[src/rtl/i2c_cmd_arbiter.sv]
// Purpose: shares one I2C write master between the config sequencer (cfg) and the runtime user path (usr).
// Latency: req sampled in IDLE -> i2c_exec next cycle; i2c_done sampled -> *_ack next cycle; GAP_CYCLES idle after ack.
// Backpressure: requesters hold req until ack; usr is locked out until cfg_done; requests are not sampled in ACK/GAP.
module i2c_cmd_arbiter #(
  parameter int GAP_CYCLES     = 4,
  parameter int TIMEOUT_CYCLES = 4095
) (
  input  logic        clk_i2c,
  input  logic        rst,
  input  logic        cfg_done,
  input  logic        cfg_req,
  input  logic [15:0] cfg_data,
  output logic        cfg_ack,
  output logic        cfg_err,
  input  logic        usr_req,
  input  logic [15:0] usr_data,
  output logic        usr_ack,
  output logic        usr_err,
  output logic        i2c_exec,
  output logic [15:0] i2c_data,
  input  logic        i2c_done,
  input  logic        i2c_nack,
  output logic        busy
);

  typedef enum logic [2:0] {
    IDLE  = 3'd0,
    ISSUE = 3'd1,
    WAIT  = 3'd2,
    ACK   = 3'd3,
    GAP   = 3'd4
  } state_t;

  localparam logic [15:0] TMO_LIM  = 16'(TIMEOUT_CYCLES);
  localparam logic [7:0]  GAP_LAST = 8'(GAP_CYCLES - 1);

  state_t      state;
  logic        owner_usr;   // 1: current transaction belongs to usr
  logic        last_usr;    // 1: usr was granted most recently
  logic [15:0] tmo_cnt;
  logic [15:0] tmo_nxt;
  logic [7:0]  gap_cnt;
  logic        elig_cfg;
  logic        elig_usr;
  logic        pick_usr;
  logic        wait_fin;
  logic        fin_err;

  // Eligibility and round-robin pick: usr wins only if cfg is absent or cfg went last.
  always_comb begin
    elig_cfg = cfg_req;
    elig_usr = usr_req & cfg_done;
    pick_usr = elig_usr & (~elig_cfg | ~last_usr);
    tmo_nxt  = tmo_cnt + 16'd1;
    // A done in the same cycle the watchdog expires takes precedence.
    wait_fin = i2c_done | (tmo_nxt == TMO_LIM);
    fin_err  = i2c_done ? i2c_nack : 1'b1;
  end

  // Arbiter FSM with all outputs registered; ack/err/exec default low so they pulse for one cycle.
  always_ff @(posedge clk_i2c or posedge rst) begin
    if (rst) begin
      state     <= IDLE;
      owner_usr <= 1'b0;
      last_usr  <= 1'b1;
      tmo_cnt   <= 16'd0;
      gap_cnt   <= 8'd0;
      i2c_exec  <= 1'b0;
      i2c_data  <= 16'h0000;
      cfg_ack   <= 1'b0;
      cfg_err   <= 1'b0;
      usr_ack   <= 1'b0;
      usr_err   <= 1'b0;
      busy      <= 1'b0;
    end else begin
      i2c_exec <= 1'b0;
      cfg_ack  <= 1'b0;
      cfg_err  <= 1'b0;
      usr_ack  <= 1'b0;
      usr_err  <= 1'b0;
      case (state)
        IDLE: begin
          if (elig_cfg | elig_usr) begin
            i2c_data  <= pick_usr ? usr_data : cfg_data;
            owner_usr <= pick_usr;
            last_usr  <= pick_usr;
            i2c_exec  <= 1'b1;
            busy      <= 1'b1;
            state     <= ISSUE;
          end
        end
        ISSUE: begin
          tmo_cnt <= 16'd0;
          state   <= WAIT;
        end
        WAIT: begin
          // Counter never passes the limit because WAIT is left on reaching it.
          tmo_cnt <= tmo_nxt;
          if (wait_fin) begin
            cfg_ack <= ~owner_usr;
            cfg_err <= ~owner_usr & fin_err;
            usr_ack <= owner_usr;
            usr_err <= owner_usr & fin_err;
            state   <= ACK;
          end
        end
        ACK: begin
          gap_cnt <= 8'd0;
          state   <= GAP;
        end
        GAP: begin
          if (gap_cnt == GAP_LAST) begin
            busy  <= 1'b0;
            state <= IDLE;
          end else begin
            gap_cnt <= gap_cnt + 8'd1;
          end
        end
        default: begin
          busy  <= 1'b0;
          state <= IDLE;
        end
      endcase
    end
  end

endmodule

[config.mk]
export PLATFORM = sky130hd
export DESIGN_NAME = i2c_cmd_arbiter
export DESIGN_NICKNAME = d
export VERILOG_FILES = /design/src/rtl/i2c_cmd_arbiter.sv
export SDC_FILE = /design/constraint.sdc
export NUM_CORES = 1
export LEC_CHECK = 0
export ABC_AREA = 1
export CORE_AREA = 2 2 84 86
export CTS_BUF_LIST = sky130_fd_sc_hd__clkbuf_8
export CTS_CLUSTER_SIZE = 30
export DETAILED_ROUTE_END_ITERATION = 12
export DIE_AREA = 0 0 86 88
export GPL_TIMING_DRIVEN = 0
export PLACE_DENSITY = 0.61
export SLEW_MARGIN = 20
export SYNTH_ARGS = -nofsm -noshare
export SYNTH_HDL_FRONTEND = slang
export SYNTH_SLANG_ARGS = --single-unit
[constraint.sdc]
create_clock -name clk_i2c -period 2.2 [get_ports clk_i2c]
set_input_delay 0.44 -clock clk_i2c [delete_from_list [all_inputs] [get_ports clk_i2c]]
set_output_delay 0.44 -clock clk_i2c [all_outputs]
set_load 0.02 [all_outputs]
==> out/summary.txt, run 1 <==
via count: 2399
Synth Flop Type: dfrtp_1
Final min period: 2010 ps
fmax: 498 MHz
Cells after Synth: 341
syn_area_per_cell: 7.62 sq um
synthesized area: 2600 sq um
MaxCap Viol Count: 0
initial antenna violation count: 0
antenna fix cells: 0
Synth top cells by count: nand2_1, dfrtp_1, nor2_1
# IOs: 61
Max VDD drop: 0.431 mV
root buffer cell: clkbuf_8
clock latency on the worst-skew pair: 310 ps
register bit total from synthesis: 51
Clock Skew: 8.53 ps
nets: 452
leakage power: 1.53 nW
Synth Warn #: 0
CTS clk-pin slew, worst paths: 100 ps
Power Total: 3.60 mW
Post-synth EDFFs: 0
die extent in y: 88 microns
Distinct cells, synth: 24
Core Region: 6640 sq um
# hold bufs at CTS: 0
post-route ant nets: 0
first-pass GRT wire length: 10.4 mm
Slowest-stage cell, CP: dfrtp_1
H-tree levels: 2
Filler cells: 648
all-layer global routing usage: 17.4%
Final GP Congestion: 0.829
Resize count post-CTS: 0
Total Wirelength: 6.08 mm
detailed-route vias per instance: 4.89
HPWL Detailed: 4.58 mm
worst slew pin tran: 496 ps
Synth area leaders: dfrtp_1, nand2_1, o21ai_0, nor2_1, inv_1
FP Rows: 30
area share of the largest cell type after synthesis: 48.1%
Placed Cells: 483
Hold Crit Class: in2async
period utilization: 91.3%
Post-DP Area: 3350 sq um
final setup TNS: 0 ps
count of final max-slew check failures: 0
Die Area: 7570 sq um
crit path launch type: register
crit-path cells: ha_1 -> nand3_1 -> inv_1 -> nand2_1 -> inv_1 -> nand2_1 -> nand2_1 -> nand2_1 -> inv_1 -> nand2_1 -> nor2_2 -> nand2_2 -> nand2_2 -> nand2_1 -> nor2_1
max_slew headroom: 66.9%
count leader, synth: nand2_1
Async S/R FF share, synth: 100%
final setup violation count: 0
port buffer count: 60
DRT Pass-1 Iters: 4
post-route design area: 3490 sq um
Area growth syn-to-layout: 34.2%
Sink Count: 51
DRC: 0
Final Hold Vio Count: 0
total nets after synthesis: 383
TritonCTS clock tree: done
max incr delay on CP: 420 ps
status: finished clean
PD cells: 1030 nW/um^2
largest net degree at the start of global routing: 20
Crit path arrival time: 2230 ps
fraction of layout cells with a size suffix above 1: 6.57%
initial core utilization: 39.1%
total CTS buffers: 5
crit path kind: reg2reg
RSZ-0062 raised after global routing: false
number of global-route vias before repair: 2291
wire length per cell: 12.4 microns
Iter 0 DRT Violations: 115
die width: 86 microns
post-route non-filler standard cell count: 491
cell accounting for the most synthesized area: dfrtp_1
post-CTS setup buffers: 0
most used cell, CP: nand2_1
CP required: 2420 ps
CP max FO: 5
CP endpoint kind: register
Remaining Overflow, GRT: 0
clk buf depth: 2
Seq/Total Area, Yosys: 49.2%
-- through the flow --
stage / utilization [%] / hold WS, ps / worst slack (ps)
finish: 52.5 / 437 / 191
global route: 52.5 / 478 / 23.4
CTS: 52.5 / 453 / 185
detailed placement: 50.5 / 451 / 23.9
global placement: 49.7 / 447 / -536
floorplan: - / 422 / 532
-- cells by family after synthesis --
kind of cell             share of synthesized area, %
flip-flops                                       49.2
AND/OR/NAND/NOR                                  26.7
buffers and inverters                            7.41
AO/OA/AOI/OAI                                    12.9
adder cells (fa/ha/maj)                          1.44
XOR/XNOR                                         2.36
-- routing by layer --
metal / vias to the layer above / track usage, % / routed length [microns]
met2: 66 / 28.0 / 2650
li1: 1235 / - / -
met4: 0 / 4.76 / 70
met1: 1092 / 22.0 / 2870
met3: 6 / 6.50 / 487
met5: - / 0 / 0
-- worst max-delay path, delay by kind of cell (launching register included) --
kind | cells | cell delay (ps)
adders and majority gates | 1 | 240
buffers and inverters | 3 | 270
DFF | 1 | 420
and+or+nand+nor | 11 | 990
-- final timing paths --
| kind | start | slack (ps) | cells past startpoint | end |
|---|---|---|---|---|
| min reg2reg | owner_usr | 460 | 1 | cfg_ack |
| min | rst | 440 | 2 | i2c_data[14] |
| min in group clk_i2c | owner_usr | 460 | 1 | cfg_ack |
| max in group asynchronous | rst | 1070 | 4 | last_usr |
| max | tmo_cnt[0] | 190 | 15 | usr_err |
| max reg2reg | tmo_cnt[0] | 190 | 15 | usr_err |
-- registers in the layout, summed over array words and instances, names as in the netlist --
| register | count |
|---|---|
| i2c_exec | 1 |
| cfg_ack | 1 |
| i2c_data | 16 |
| tmo_cnt | 16 |
| state | 3 |
| cfg_err | 1 |
| usr_err | 1 |
| owner_usr | 1 |
| usr_ack | 1 |
| gap_cnt | 8 |
| last_usr | 1 |
| busy | 1 |
-- placed cells by master (no fill, tap or decap), types with 2 or more instances in the layout --
cell | netlist | final
o21ai_0 | 43 | 43
o21ai_1 | 3 | 3
clkbuf_1 | 4 | 4
xor2_1 | 6 | 6
nand2_1 | 81 | 81
buf_16 | 0 | 2
clkdlybuf4s50_1 | 0 | 60
dfrtp_1 | 50 | 50
nand2_2 | 5 | 5
clkbuf_8 | 0 | 5
nand3_1 | 12 | 12
nor2_2 | 5 | 5
bufinv_16 | 0 | 2
ha_1 | 3 | 3
buf_2 | 4 | 4
a21oi_1 | 5 | 5
nor2_1 | 50 | 50
nor3_1 | 6 | 6
nand4_1 | 6 | 6
inv_1 | 41 | 41
o22ai_1 | 10 | 10
-- cell type report --
class,count,area [sq um],share of cell area (%)
Sequential cell,51,1280,36.6
Multi-Input combinational cell,240,1130,32.4
Timing Repair Buffer,62,656,18.8
Inverter,42,158,4.52
Tap cell,80,100,2.87
Clock buffer,5,68.8,1.97
Clock inverter,3,63.8,1.83
Buffer,8,35.0,1.00
-- where the power goes --
group | switching (mW) | internal (mW) | total [mW]
sequential | 0.170 | 1.20 | 1.37
combinational | 0.849 | 0.602 | 1.45
clock | 0.326 | 0.450 | 0.776
Power figures use the tool's default switching activity.
==> run 2, diff against run 1 <==
==> constraint.sdc (replaced) <==
create_clock -name clk_i2c -period 1.9 [get_ports clk_i2c]
set_input_delay 0.38 -clock clk_i2c [delete_from_list [all_inputs] [get_ports clk_i2c]]
set_output_delay 0.38 -clock clk_i2c [all_outputs]
set_load 0.02 [all_outputs]
==> run 2 against run 1 <==
Effect of this change: combinational power rose by 29%; non-clock buffer count rose by 7; via count rose by 2.8%; critical path depth fell by 3; clock skew fell by 2.0 ps; final cell count rose by 1.4%; clock-buffer cell count did not move; design area rose by 4.4%; worst hold slack got worse by 61 ps; critical path type unchanged; largest cell class unchanged.
==> out/summary.txt, run 2 (same netlist as run 1, synthesis figures left out) <==
crit path kind: reg2reg
Placement Setup Slack: -216 ps (-240 ps)
worst reg-to-reg path cell count: 12 (-3)
detailed-route vias per instance: 4.95 (+1.3%)
fraction of layout cells with a size suffix above 1: 12.0% (+5.4 points)
die width: 86 microns (unchanged)
Hold WS: 376 ps (-61.1 ps)
HPWL Detailed: 4.58 mm (unchanged)
total CTS buffers: 5 (unchanged)
DRT Pass-1 Iters: 5 (+1)
worst slew pin tran: 489 ps (-6.86 ps)
initial antenna violation count: 0 (unchanged)
MaxCap Viol Count: 0 (unchanged)
all-layer global routing usage: 17.5% (+0.12 points)
Largest regs: i2c_data: 16 flops, tmo_cnt: 16 flops, gap_cnt: 8 flops
Final GP Congestion: 0.829 (unchanged)
clock latency on the worst-skew pair: 310 ps (about the same)
via count: 2465 (+2.8%)
post-route ant nets: 0 (unchanged)
# IOs: 61 (unchanged)
CP endpoint kind: register
Area growth syn-to-layout: 40.2%
Max VDD drop: 0.541 mV (+26%)
Setup WS post-layout: 73.0 ps (-118 ps)
Final Hold Vio Count: 0 (unchanged)
Final min period: 1830 ps (-182 ps)
clk buf depth: 2 (unchanged)
H-tree levels: 2 (unchanged)
commonest non-fill, non-tap cell in the layout: nand2_1
highest metal used: met4
Remaining Overflow, GRT: 0 (unchanged)
TritonCTS clock tree: done
max_slew headroom: 67.4% (+0.49 points)
die extent in y: 88 microns (unchanged)
met2 WL post-DR: 2.85 mm (+7.5%)
period utilization: 96.2% (+4.8 points)
CP required: 2140 ps (-280 ps)
port buffer count: 60 (unchanged)
R2R Path Start: tmo_cnt[2]
root buffer cell: clkbuf_8
CTS clk-pin slew, worst paths: 100 ps (about the same)
Clock Skew: 6.52 ps (-2.01 ps)
Die Area: 7570 sq um (unchanged)
CP max FO: 6 (+1)
Iter 0 DRT Violations: 116 (+0.87%)
largest net degree at the start of global routing: 20 (unchanged)
Setup crit start: tmo_cnt[2]
status: finished clean
met1 WL: 2.84 mm (-1.0%)
flop-to-flop setup slack: 70 ps (-120 ps)
crit path launch type: register
FP Rows: 30 (unchanged)
routed length on met3: 544 microns (+12%)
number of global-route vias before repair: 2312 (+0.92%)
fmax: 547 MHz (+10%)
antenna fix cells: 0 (unchanged)
Core Region: 6640 sq um (unchanged)
commonest non-fill, non-tap cells in the layout: nand2_1, clkdlybuf4s50_1, dfrtp_1, nor2_1, o21ai_0
Power Total: 4.38 mW (+22%)
initial core utilization: 39.1% (unchanged)
Crit path arrival time: 2060 ps (-170 ps)
count of final max-slew check failures: 0 (unchanged)
Total Wirelength: 6.31 mm (+3.8%)
PD cells: 1200 nW/um^2 (+16%)
Hold Crit Class: in2async
final core occ: 54.8% (+2.3 points)
Critical R2R Capture: usr_err
final setup TNS: 0 ps (unchanged)
leakage power: 1.57 nW (+2.9%)
wire length per cell: 12.7 microns (+2.3%)
final setup violation count: 0 (unchanged)
Sink Count: 51 (unchanged)
nets: 459 (+1.5%)
DRC: 0 (unchanged)
# hold bufs at CTS: 0 (unchanged)
first-pass GRT wire length: 10.5 mm (+0.66%)
## run 2: changes by cell type in the layout (fill, tap and decap cells not counted), moves of 2 or more
cell,before,now
buf_2,4,2
nor2_4,0,4
dfrtp_2,0,2
buf_4,0,8
nand3_1,12,10
dfrtp_1,50,48
nor2_1,50,46
inv_1,41,39
clkbuf_1,4,2
inv_2,1,4
## run 2: worst max path at each step
stage / slack (ps) / cells past startpoint / to
floorplan: 240 / 8 / gap_cnt[3]
detailed placement: -220 / 8 / i2c_data[9]
global route: -50 / 12 / state[0]
global placement: -780 / 2 / tmo_cnt[13]
CTS: 4 / 8 / gap_cnt[3]
finish: 70 / 12 / usr_err
## run 2: metal layers
metal,up-vias,GRT usage [%]
met5,-,0
met2,85,28.4
met4,0,4.76
met1,1123,22.1
li1,1252,-
met3,5,6.50
## run 2: worst max-delay path: stages (launching register included)
cell and delay [ps]:
dfrtp_1 500, nand2_1 140, nor2_4 160, nand2_2 90
nor2_1 110, nor2_1 40, nor2_1 170, nand3_1 110
nor2_2 100, nand2_2 60, nand2_2 80, nand2_1 70
nor2_2 120
## run 2: layout make-up
cell class	instances	area, sq um
Fill cell	631	3000
Sequential cell	51	1280
Multi-Input combinational cell	240	1210
Timing Repair Buffer	70	728
Inverter	42	158
Tap cell	80	100
Clock buffer	5	68.8
Clock inverter	3	63.8
Buffer	7	37.5
## run 2: stage by stage
stage,cells,cell area (sq um)
global route,498,3640
floorplan,341,2600
global placement,481,3300
CTS,493,3510
detailed placement,483,3350
finish,498,3640
## run 2: report_power, final
part	switching (mW)	leakage (nW)	internal (mW)	total, mW
clock	0.383	0.0695	0.522	0.904
combinational	1.04	0.835	0.830	1.87
sequential	0.203	0.666	1.39	1.60
## run 2: timing repair
item	4_1_cts	5_1_grt
gates resized for setup	2	24
setup endpoints to repair	5	36
buffers inserted	2	6
pin swaps	0	1
hold endpoints to repair	0	0
==> variant (config.mk and constraints of run 1) <==
Encoding of `state_t`: now one-hot (5 bits for 5 states).
--- a/src/rtl/i2c_cmd_arbiter.sv
+++ b/src/rtl/i2c_cmd_arbiter.sv
@@ -24,10 +24,10 @@
 );
 
-  typedef enum logic [2:0] {
-    IDLE  = 3'd0,
-    ISSUE = 3'd1,
-    WAIT  = 3'd2,
-    ACK   = 3'd3,
-    GAP   = 3'd4
+  typedef enum logic [4:0] {
+    IDLE  = 5'b00001,
+    ISSUE = 5'b00010,
+    WAIT  = 5'b00100,
+    ACK   = 5'b01000,
+    GAP   = 5'b10000
   } state_t;
 
Behaviour: same outputs for any inputs over 10 cycles, from zero or initial values and one cycle with rst high; not proved beyond that.
==> variant against run 1 <==
  * Final cell count grew 3.9%
  * Global-route usage grew 0.45 points
  * Count of clock-buffer cells in the layout is the same
  * Final area grew 3.2%
  * Critical path depth shrank 7
  * Synthesized area grew 6.3%
  * Routed wire length grew 3.0%
  * Sequential share of layout area grew 0.28 points
  * Sequential cell count grew 2
  * Total power shrank 3.2%
  * Worst setup slack is essentially flat
  * Critical endpoint is now i2c_data[15]$_DFFE_PP0P_
  * Largest power group is now sequential cells
  * Highest routed layer unchanged
==> variant: results (changes against run 1) <==
* Via count at 2540 (was 2399)
* Total GRT Usage at 17.8% (was 17.4%)
* Syn nets at 404 (was 383)
* Latest clock arrival within the worst-skew pair at 0.31 ns (about the same)
* M1 wire length at 2710 µm (was 2870 µm)
* Post-DP HPWL at 4700 µm (was 4580 µm)
* Placed cells at 502 (was 483)
* Fill count at 641 (was 648)
* Min-delay worst type: reg -> reg (was in -> async)
* CP Max Fanout at 10 (was 5)
* Lkg Pwr at 1.58 nW (was 1.53 nW)
* Clock skew at 0.0105 ns (was 0.00853 ns)
* Length of routed met2 wiring at 3060 µm (was 2650 µm)
* Mapped Avg Cell Area at 7.63 µm² (was 7.62 µm²)
* Outcome: finished, final reports clean (unchanged)
* Worst Tran Pin Value at 0.640 ns (was 0.496 ns)
* Peak supply drop at 0.513 mV (was 0.431 mV)
* Largest net degree at the start of global routing at 54 (was 20)
* Synth top area cells: dfrtp_1 (46%), nand2_1 (12%), inv_1 (6.4%), nor2_1 (6.1%), nand3_1 (5.8%) (was dfrtp_1 (48%), nand2_1 (12%), o21ai_0 (8.3%), nor2_1 (7.2%), inv_1 (5.9%))
* Commonest cells post-synth: nand2_1 (89), dfrtp_1 (51), inv_1 (47) (was nand2_1 (81), dfrtp_1 (50), nor2_1 (50))
* Share of layout cells above drive strength 1 at 6.05% (was 6.57%)
* Vias per cell at 4.98 (was 4.89)
* Final RePlAce weighted congestion at 0.831 (was 0.829)
* H-tree Lvls at 2 (unchanged)
* WL final at 6260 µm (was 6080 µm)
* # nets final at 471 (was 452)
* First-pass GRT wire length at 10900 µm (was 10400 µm)
* Starting DRT DRC Count at 126 (was 115)
* Post-synth cell types at 28 (was 24)
* Arrival @ worst endpoint at 2.18 ns (was 2.23 ns)
## variant: path summary, 6_finish.rpt
| path | startpoint | to | slack [ns] | depth (start not counted) |
|---|---|---|---|---|
| worst min register to register | owner_usr$_DFFE_PP0P_ | cfg_ack$_DFF_PP0_ | 0.45 | 1 |
| worst max register to register | tmo_cnt[0]$_DFFE_PP0P_ | usr_ack$_DFF_PP0_ | 0.23 | 13 |
| worst min-delay path | owner_usr$_DFFE_PP0P_ | cfg_ack$_DFF_PP0_ | 0.45 | 1 |
| min in group asynchronous | rst | usr_err$_DFF_PP0_ | 0.58 | 2 |
| max in group asynchronous | rst | tmo_cnt[6]$_DFFE_PP0P_ | 1.20 | 2 |
| worst max-delay path | usr_req | i2c_data[15]$_DFFE_PP0P_ | 0.19 | 8 |
## variant: routing by layer
metal / global-route usage [%] / vias up
met4: 4.62 / 0
met3: 5.56 / 6
met2: 32.3 / 71
met5: 0 / -
li1: - / 1298
met1: 20.4 / 1165
## variant: stage by stage
step / power, mW / instance area, µm² / hold WS, ns / util (%) / worst slack (ns)
after CTS: 3.54 / 3600 / 0.460 / 54.2 / 0.157
after detailed placement: 2.75 / 3470 / 0.447 / 52.2 / -0.161
after floorplan: 2.16 / 2760 / 0.423 / - / 0.477
after global routing: 3.75 / 3600 / 0.481 / 54.2 / 0.00529
final: 3.48 / 3600 / 0.454 / 54.2 / 0.191
after global placement: 2.74 / 3460 / 0.448 / 52.1 / -0.616
## variant: final cells by class
| type | instances | share of cell area [%] |
|---|---|---|
| plain buffers | 11 | 1.32 |
| clock buffers | 5 | 1.91 |
| clock inverters | 3 | 1.81 |
| inverters | 49 | 5.18 |
| multi-input cells | 249 | 33.4 |
| flip-flops and latches | 53 | 36.9 |
| well taps | 80 | 2.78 |
| repair buffers | 60 | 16.7 |
## variant: power groups by stage
stage               Clock, mW  Combinational, mW  Sequential, mW
floorplan                   0              0.582            1.57
detailed placement          0               1.38            1.38
global placement            0               1.36            1.38
CTS                     0.796               1.38            1.37
global route            0.831               1.52            1.40
finish                  0.775               1.35            1.36
## variant: critical path, cell delays in order
cell and delay [ns]:
clkdlybuf4s50_1 0.45, nand2_1 0.06, inv_1 0.07, clkbuf_1 0.38, nand2_1 0.29, clkbuf_1 0.29, nand2_1 0.12, a31oi_1 0.08
## variant: logic make-up after synthesis
logic type | share of synthesized area [%]
compound gates | 10.0
xor+xnor | 1.59
flops | 48.1
fa+ha+maj | 1.36
simple gates | 30.6
buf+inv | 8.38
